## src/rtl/stack_pkg.sv

```systemverilog
`default_nettype none
// ============================================================================
// Package  : stack_pkg
// Brief    : Opcodes, state encoding and helpers shared by the stack sequencer.
// Revision : 1.0 - initial release
// ============================================================================
package stack_pkg;

    localparam int OPW = 3;

    localparam logic [OPW-1:0] OP_NOP  = 3'd0;
    localparam logic [OPW-1:0] OP_ADD  = 3'd1;
    localparam logic [OPW-1:0] OP_SUB  = 3'd2;
    localparam logic [OPW-1:0] OP_MUL  = 3'd3;
    localparam logic [OPW-1:0] OP_PUSH = 3'd4;
    localparam logic [OPW-1:0] OP_NEG  = 3'd5;
    localparam logic [OPW-1:0] OP_AND  = 3'd6;
    localparam logic [OPW-1:0] OP_OR   = 3'd7;

    // Capacity of the downstream stack machine, used by the optional depth check
    localparam int STACK_S = 8;
    localparam int DEPTH_W = $clog2(STACK_S) + 1;

    typedef enum logic [1:0] {
        ST_IDLE  = 2'd0,
        ST_RUN   = 2'd1,
        ST_DRAIN = 2'd2
    } state_e;

    function automatic logic is_binary_op(input logic [OPW-1:0] op);
        return (op == OP_ADD) || (op == OP_SUB) || (op == OP_MUL) ||
               (op == OP_AND) || (op == OP_OR);
    endfunction

endpackage
`default_nettype wire

```

## src/rtl/stack_prog_mem.sv

```systemverilog
`default_nettype none
// ============================================================================
// Module   : stack_prog_mem
// Brief    : Program store, synchronous write / asynchronous read, no reset.
// Revision : 1.0 - initial release
// ============================================================================
module stack_prog_mem
    import stack_pkg::*;
#(
    parameter int N     = 8,
    parameter int DEPTH = 16,
    parameter int AW    = 4
) (
    input  logic           clk,
    input  logic           we_i,
    input  logic [AW-1:0]  waddr_i,
    input  logic [OPW-1:0] wop_i,
    input  logic [N-1:0]   wimm_i,
    input  logic [AW-1:0]  raddr_i,
    output logic [OPW-1:0] rop_o,
    output logic [N-1:0]   rimm_o
);

    logic [OPW+N-1:0] mem_q [DEPTH];

    always_ff @(posedge clk) begin
        if (we_i) begin
            mem_q[waddr_i] <= {wop_i, wimm_i};
        end
    end

    assign rop_o  = mem_q[raddr_i][OPW+N-1:N];
    assign rimm_o = mem_q[raddr_i][N-1:0];

endmodule
`default_nettype wire

```

## src/rtl/stack_prog_sequencer.sv

```systemverilog
`default_nettype none
// ============================================================================
// Module   : stack_prog_sequencer
// Brief    : Loads an opcode/immediate program and issues it to the stack
//            machine one instruction per cycle, then captures the result.
//            Optional macro STACK_DEPTH_CHECK_EN adds stack depth fault abort.
// Revision : 1.0 - initial release
// ============================================================================
module stack_prog_sequencer
    import stack_pkg::*;
#(
    parameter int N     = 8,
    parameter int DEPTH = 16,
    parameter int AW    = 4
) (
    input  logic           clk,
    input  logic           rst,
    input  logic           load_valid,
    output logic           load_ready,
    input  logic [OPW-1:0] load_op,
    input  logic [N-1:0]   load_imm,
    input  logic           load_last,
    input  logic           start,
    output logic           busy,
    output logic           done,
    output logic           err,
    output logic [OPW-1:0] op_out,
    output logic [N-1:0]   imm_out,
    input  logic [N-1:0]   result_in,
    output logic [N-1:0]   result_out,
    output logic [AW-1:0]  pc
);

    localparam logic [AW:0] c_DEPTH = (AW+1)'(DEPTH);

    state_e         state_q, state_d;
    logic [AW-1:0]  pc_q, pc_d;
    logic [AW:0]    wr_ptr_q, wr_ptr_d;
    logic [AW:0]    prog_len_q, prog_len_d;
    logic           sealed_q, sealed_d;
    logic           done_q, done_d;
    logic [N-1:0]   result_q, result_d;
    logic [OPW-1:0] op_q, op_d;
    logic [N-1:0]   imm_q, imm_d;

    logic           w_go;
    logic           w_acc;
    logic           w_last_pc;
    logic           w_fault;
    logic [AW-1:0]  w_rd_addr;
    logic [OPW-1:0] w_rd_op;
    logic [N-1:0]   w_rd_imm;

    // A valid start pre-empts any load offered in the same cycle
    assign w_go       = (state_q == ST_IDLE) && start && sealed_q && (prog_len_q != '0);
    assign load_ready = (state_q == ST_IDLE) && (wr_ptr_q < c_DEPTH) && !w_go;
    assign w_acc      = load_valid && load_ready;
    assign w_last_pc  = ({1'b0, pc_q} == (prog_len_q - (AW+1)'(1)));
    assign w_rd_addr  = (state_q == ST_RUN) ? (pc_q + AW'(1)) : '0;

    stack_prog_mem #(
        .N     (N),
        .DEPTH (DEPTH),
        .AW    (AW)
    ) u_mem (
        .clk     (clk),
        .we_i    (w_acc),
        .waddr_i (wr_ptr_q[AW-1:0]),
        .wop_i   (load_op),
        .wimm_i  (load_imm),
        .raddr_i (w_rd_addr),
        .rop_o   (w_rd_op),
        .rimm_o  (w_rd_imm)
    );

`ifdef STACK_DEPTH_CHECK_EN
    logic [DEPTH_W-1:0] depth_q, depth_d;
    logic               err_q, err_d;

    // Evaluated against the instruction currently on op_out
    always_comb begin
        w_fault = 1'b0;
        if (op_q == OP_PUSH) begin
            w_fault = (depth_q == DEPTH_W'(STACK_S));
        end else if (op_q == OP_NEG) begin
            w_fault = (depth_q == '0);
        end else if (is_binary_op(op_q)) begin
            w_fault = (depth_q < DEPTH_W'(2));
        end
    end

    always_comb begin
        depth_d = depth_q;
        err_d   = err_q;
        if (w_go) begin
            depth_d = '0;
            err_d   = 1'b0;
        end else if (state_q == ST_RUN) begin
            if (w_fault) begin
                err_d = 1'b1;
            end else if (op_q == OP_PUSH) begin
                depth_d = depth_q + DEPTH_W'(1);
            end else if (is_binary_op(op_q)) begin
                depth_d = depth_q - DEPTH_W'(1);
            end
        end
    end

    always_ff @(posedge clk or posedge rst) begin
        if (rst) begin
            depth_q <= '0;
            err_q   <= 1'b0;
        end else begin
            depth_q <= depth_d;
            err_q   <= err_d;
        end
    end

    assign err = err_q;
`else
    assign w_fault = 1'b0;
    assign err     = 1'b0;
`endif

    always_comb begin
        state_d    = state_q;
        pc_d       = pc_q;
        wr_ptr_d   = wr_ptr_q;
        prog_len_d = prog_len_q;
        sealed_d   = sealed_q;
        done_d     = 1'b0;
        result_d   = result_q;
        op_d       = OP_NOP;
        imm_d      = '0;

        case (state_q)
            ST_IDLE: begin
                if (w_go) begin
                    state_d = ST_RUN;
                    pc_d    = '0;
                    op_d    = w_rd_op;
                    imm_d   = w_rd_imm;
                end else if (w_acc) begin
                    if (sealed_q) begin
                        sealed_d   = 1'b0;
                        prog_len_d = '0;
                    end
                    if (load_last) begin
                        prog_len_d = wr_ptr_q + (AW+1)'(1);
                        sealed_d   = 1'b1;
                        wr_ptr_d   = '0;
                    end else begin
                        wr_ptr_d   = wr_ptr_q + (AW+1)'(1);
                    end
                end
            end
            ST_RUN: begin
                if (w_fault || w_last_pc) begin
                    state_d = ST_DRAIN;
                    pc_d    = '0;
                end else begin
                    pc_d  = pc_q + AW'(1);
                    op_d  = w_rd_op;
                    imm_d = w_rd_imm;
                end
            end
            ST_DRAIN: begin
                state_d  = ST_IDLE;
                result_d = result_in;
                done_d   = 1'b1;
            end
            default: begin
                state_d = ST_IDLE;
            end
        endcase
    end

    always_ff @(posedge clk or posedge rst) begin
        if (rst) begin
            state_q    <= ST_IDLE;
            pc_q       <= '0;
            wr_ptr_q   <= '0;
            prog_len_q <= '0;
            sealed_q   <= 1'b0;
            done_q     <= 1'b0;
            result_q   <= '0;
            op_q       <= OP_NOP;
            imm_q      <= '0;
        end else begin
            state_q    <= state_d;
            pc_q       <= pc_d;
            wr_ptr_q   <= wr_ptr_d;
            prog_len_q <= prog_len_d;
            sealed_q   <= sealed_d;
            done_q     <= done_d;
            result_q   <= result_d;
            op_q       <= op_d;
            imm_q      <= imm_d;
        end
    end

    assign busy       = (state_q == ST_RUN) || (state_q == ST_DRAIN);
    assign done       = done_q;
    assign result_out = result_q;
    assign op_out     = op_q;
    assign imm_out    = imm_q;
    assign pc         = pc_q;

endmodule
`default_nettype wire
```

## config.mk

```make
export PLATFORM = sky130hd
export DESIGN_NAME = stack_prog_sequencer
export DESIGN_NICKNAME = d
export VERILOG_FILES = /design/src/rtl/stack_pkg.sv /design/src/rtl/stack_prog_mem.sv /design/src/rtl/stack_prog_sequencer.sv
export SDC_FILE = /design/constraint.sdc
export NUM_CORES = 1
export LEC_CHECK = 0
export ABC_AREA = 0
export CAP_MARGIN = 20
export CELL_PAD_IN_SITES_DETAIL_PLACEMENT = 1
export CELL_PAD_IN_SITES_GLOBAL_PLACEMENT = 1
export CORE_ASPECT_RATIO = 1.25
export CORE_MARGIN = 4
export CORE_UTILIZATION = 40
export DETAILED_ROUTE_END_ITERATION = 8
export PLACE_DENSITY_LB_ADDON = 0.1
export REMOVE_ABC_BUFFERS = 1
export SYNTH_ARGS = -nofsm -noshare
export SYNTH_HDL_FRONTEND = slang
export SYNTH_SLANG_ARGS = --single-unit
```

## constraint.sdc

```tcl
create_clock -name clk -period 4.3 [get_ports clk]
set_clock_uncertainty 0.15 [all_clocks]
set_input_delay 0.86 -clock clk [delete_from_list [all_inputs] [get_ports clk]]
set_output_delay 0.86 -clock clk [all_outputs]
set_load 0.005 [all_outputs]
```

# After elaboration in Yosys (flattened, before gate mapping)
# Memory sizes are Yosys's and may differ from the RTL's.
# Cells that the tools add are included.
# word_totals
output_inout_bits	27
n_memories	1
mem_bits_rw	176
inputBits	24
ff_bits	37
# op_classes
magnitude_cmp	1
reduce_logical	16
eq_ne	5
muxes	20
n_addsub	3
n_bitwise	1
# mem_list
memory	words	word_bits	read_ports	rd_ports_with_merged_regs	write_ports	line_no	source
u_mem.mem_q	16	11	1	0	1	stack_prog_mem.sv:24	logic [OPW+N-1:0] mem_q [DEPTH];
# ops
cell	n
$mux 8	2
$pmux 8 s2	1
$mux 5	3
$mux 4	3
$pmux 4 s2	1
$logic_and 1x1->1	6
$mux 3	2
$pmux 3 s2	1
$add 5x1->5 const B	1
$eq 4x5->1	1
$lt 5x5->1 const B	1
$reduce_bool 5->1	1
$sub 5x1->5 const B	1
$add 4x1->4 const B	1
$mux 1	4
$mux 2	2
$ne 2x2->1 const B	2
$pmux 2 s2	1
$reduce_and 2->1	2
$reduce_and 4->1	1
$reduce_bool 2->1	2
$reduce_and 3->1	1
$eq 2x1->1 const B	1
$eq 2x2->1 const B	1
4 further kinds	4

# Logic depth before layout (Yosys ltp)
# logic_depth
word_depth	9
depth_mapped	10

# Hierarchy
# Synthesis repeated with hierarchy kept, for this count alone.
# unflattened
cells_unflattened	444
hier_area_um2	8498.2
# by_module_without_submodules
mod	n_inst	area_per_inst_um2	cells_per_inst
stack_prog_mem	1	6777.8	294
stack_prog_sequencer	1	1720.4	150

# Worst setup path after synthesis
# Ideal clock, no wire load.
# synth_timing
path_type	reg2reg
start	register prog_len_q[0]
end	memory u_mem.mem_q[0][0] (netlist bit) (enable)
path_slack_ns	1.187
path_stages_with_launch	8
n_path_buf	1
arrival_time_ns	2.570
cell_sequence	dfrtp_1 > inv_1 > ha_1 > or4b_4 > a311oi_1 > buf_4 > nand2_1 > nor3_1
# synth_between
elab_chain_cells	7
# synth_lines
element	line_no	source
start: declaration	stack_prog_sequencer.sv:39	logic [AW:0] prog_len_q, prog_len_d;
start signal: assignment	stack_prog_sequencer.sv:193	prog_len_q <= prog_len_d;
$reduce_bool 5->1	stack_prog_sequencer.sv:55	assign w_go = (state_q == ST_IDLE) && start && sealed_q && (prog_len_q != '0);
$logic_and 1x1->1	stack_prog_sequencer.sv:55	
$logic_not 1->1	stack_prog_sequencer.sv:56	assign load_ready = (state_q == ST_IDLE) && (wr_ptr_q < c_DEPTH) && !w_go;
$logic_and 1x1->1	stack_prog_sequencer.sv:56	
$logic_and 1x1->1	stack_prog_sequencer.sv:57	assign w_acc = load_valid && load_ready;
$mux 1	stack_prog_mem.sv:27	if (we_i) begin
$mux 1 (implied by the code)	stack_prog_mem.sv:28	mem_q[waddr_i] <= {wop_i, wimm_i};
end: declaration	stack_prog_mem.sv:24	
# No other way between the ends.

# Final worst setup path
# layout_timing
start	register prog_len_q[0]
end	output port load_ready
# layout_between
elab_chain_cells	4
# layout_lines
element	line_no	source
$reduce_bool 5->1	stack_prog_sequencer.sv:55	
$logic_and 1x1->1	stack_prog_sequencer.sv:55	
$logic_not 1->1	stack_prog_sequencer.sv:56	
$logic_and 1x1->1	stack_prog_sequencer.sv:56	
end: declaration	stack_prog_sequencer.sv:19	output logic load_ready,
# No other way between the ends.

==> metrics <==
global route overflow=0; area added between synthesis and finish=18.42%; GRT Total Usage=0.1809; power per cell area=582.0 nW/µm²; Routed Antenna Nets=0; DP Cell Count=879; Yosys cell types=48; I/O Pins=51; Final Hold Fails=0; Register Area=6212 µm²; syn_area_per_cell=15.55 µm²; startpoint types=flip-flop; post_cts resized=0; worst-margin pin slew=0.8788 ns; Yosys reg bits=213; HP Class=reg -> reg; worst-skew pair later-pin latency=0.50 ns; Cell Area, Synth=8680 µm²; PortBufs=49; CTS tree=built; CP Cell Sequence=inv_1, ha_1, or4b_4, a31o_4, nor2_1, clkdlybuf4s50_1; Final min period=3.635 ns; global-route wire length before repair=33,870 µm; number of remaining DRC errors=0; CTS Sinks=213; worst path arrival time=2.63 ns; largest net degree at the start of global routing=45; Slew HR=0.4133; vias per cell=5.624; Lkg Pwr=0.003479 µW; part of the Yosys area used for sequential elements=0.7156; max cap viols=0; final core occ=0.4787; delay-heaviest family, CP=simple AND/OR/NAND/NOR gates; vias in the first global route=5,572; Hold Path Depth=1; number of antenna violations at the first check in global routing=0; Crit-path slowest cell=or4b_4; non-filler cells, final=920; yosys warns=0; area share of the largest cell type after synthesis=0.6089; # diodes=0; area of the multi-input gates=2273 µm²; routed len/inst=23.97 µm; Clock Pin Slew Worst Setup and Hold Paths=0.06 ns; endpoints failing setup=0; clk buf depth=3; Final HPWL DP=13,940 µm; Core ar.=21,470 µm²; leading area contributor after synthesis=edfxtp_1; Die Ht=172.7 µm; worst-path maximum fanout=6; placed cell area=9607 µm²; Die Span X=139.8 µm; post-route cell area=10,280 µm²; Mapped Cells=558; pins over their slew limit=0; CP endpoint kind=output port; Period Utilization, post-route=0.8454; Setup TNS=0 ns; Fill cells=2,104; Initial DRT Pass Iterations=5; Buffers & Inverters on Critical Path=2; root buf cell=clkbuf_16; Levels on crit path=6; DR iter-0 viols=314; Synth area leaders=edfxtp_1 (61%), dfrtp_1 (11%), mux2_2 (3.4%); full die area=24,140 µm²; RSZ-0062 raised after global routing=no; CTS Buf Count=23; Starting Density=0.4043; Net count, final=660; fmax=0.2751 GHz; final WL=22,050 µm; status=finished clean; number of cell rows=60; critical path's largest stage delay=0.51 ns; post-CTS setup buffer count=0; Hold-fix buffers, CTS=0; Crit Path Category=reg -> out; Peak supply drop=0.3260 mV; H-Tree Depth=1; via count=5,174; Required @ worst endpoint=3.29 ns; placer congestion estimate=0.8021; share of layout cells above drive strength 1=0.1763; R2R cell count=8
==> kinds of logic (layout without fill, tap and decap cells) <==
| kind of cell | count (synthesis) | after routing | share of synthesized area |
|---|---|---|---|
| flip-flops | 213 | 213 | 0.7156 |
| AO/OA/AOI/OAI | 143 | 143 | 0.1166 |
| AND/OR/NAND/NOR | 86 | 86 | 0.04800 |
| buffers and inverters | 51 | 134 | 0.02422 |
| multiplexers | 43 | 43 | 0.06919 |
| adder cells (fa/ha/maj) | 11 | 11 | 0.01586 |
| XOR/XNOR | 10 | 10 | 0.01009 |
| other | 1 | 1 | 0.0004320 |
==> final timing paths <==
path / end / slack [ns] / startpoint
worst max-delay path: load_ready / 0.66 / prog_len_q[0]
worst min-delay path: result_out[5] / 0.35 / result_out[5]
worst max register to register: u_mem.mem_q[4][3] / 1.25 / prog_len_q[0]
worst min register to register: result_out[5] / 0.35 / result_out[5]
max in group asynchronous: pc[0] / 2.67 / rst
min in group asynchronous: op_out[2] / 0.72 / rst
==> cells in the mapped netlist (all sizes together) <==
library cell    n
edfxtp        176
o22ai          42
dfrtp          37
mux2           26
nor2           25
a211oi         22
nand2          22
a21oi          21
clkbuf         20
buf            18
nor3           17
inv            12
o21ai          12
a221oi         11
a22oi          11
ha             11
mux4           11
a22o            7
a221o           6
mux2i           6
xnor2           6
nand2b          5
nand3           5
xor2            4
nor2b           3
o31ai           3
nand3b          2
a21bo           1
a311oi          1
a31o            1
a32o            1
and2            1
and4            1
clkinv          1
conb            1
nand4           1
o221a           1
o2bb2ai         1
o311ai          1
o32a            1
or2             1
or2b            1
or3             1
or4b            1
==> cell usage in the layout, fill, tap and decap left out, drive strengths merged, types with 21 or more instances in the layout <==
cell	instances
nand2	22
mux2	26
dfrtp	37
a21oi	21
clkdlybuf4s50	49
buf	31
nor2	25
a211oi	22
edfxtp	176
o22ai	42
clkbuf	29
==> per-layer routing <==
metal  GRT usage  share of wire  vias to the layer above
met5           0              0                        -
met4     0.03393          0.014                        0
met3     0.03015          0.043                       29
met2      0.3192           0.52                      112
met1      0.2380           0.43                     2692
li1            -              -                     2341
==> metrics by stage <==
stage	total power, µW	hold WS (ns)	worst slack [ns]
floorplan	3503	0.3255	0.5028
global placement	4243	0.3415	1.122
detailed placement	4273	0.3458	1.080
CTS	6058	0.3591	0.6322
global route	6306	0.3661	0.5274
finish	5982	0.3543	0.6647
==> power by group <==
group	switching [µW]	leakage, µW	total (µW)	internal [µW]
registers	114	0.00205	2450	2340
clock network	767	0.000327	1770	1000
logic	992	0.00110	1760	772
total	1870	0.00348	5980	4110
==> worst register-to-register path: cells and delay by family, from the launching register on <==
family / cells / cell delay (ns)
buffers and inverters: 3 / 0.56
AND/OR/NAND/NOR: 3 / 1.12
AO/OA/AOI/OAI: 1 / 0.28
adder cells (fa/ha/maj): 1 / 0.24
flip-flops: 1 / 0.41
==> area by class of cell <==
class	instances	area share
clock buffer	29	0.05916
clock inverter	12	0.006208
inverter	13	0.004747
multi-input combinational	294	0.2212
sequential	213	0.6044
tap	279	0.03396
timing repair buffer	80	0.07036
==> flip-flops by register name, indices dropped and copies added (netlist names), 2 cells and up <==
name,cells
u_mem.mem_q,176
prog_len_q,5
op_out,3
state_q,2
result_out,8
wr_ptr_q,5
imm_out,8
pc,4
No activity file was read; power rests on OpenSTA's default activity.
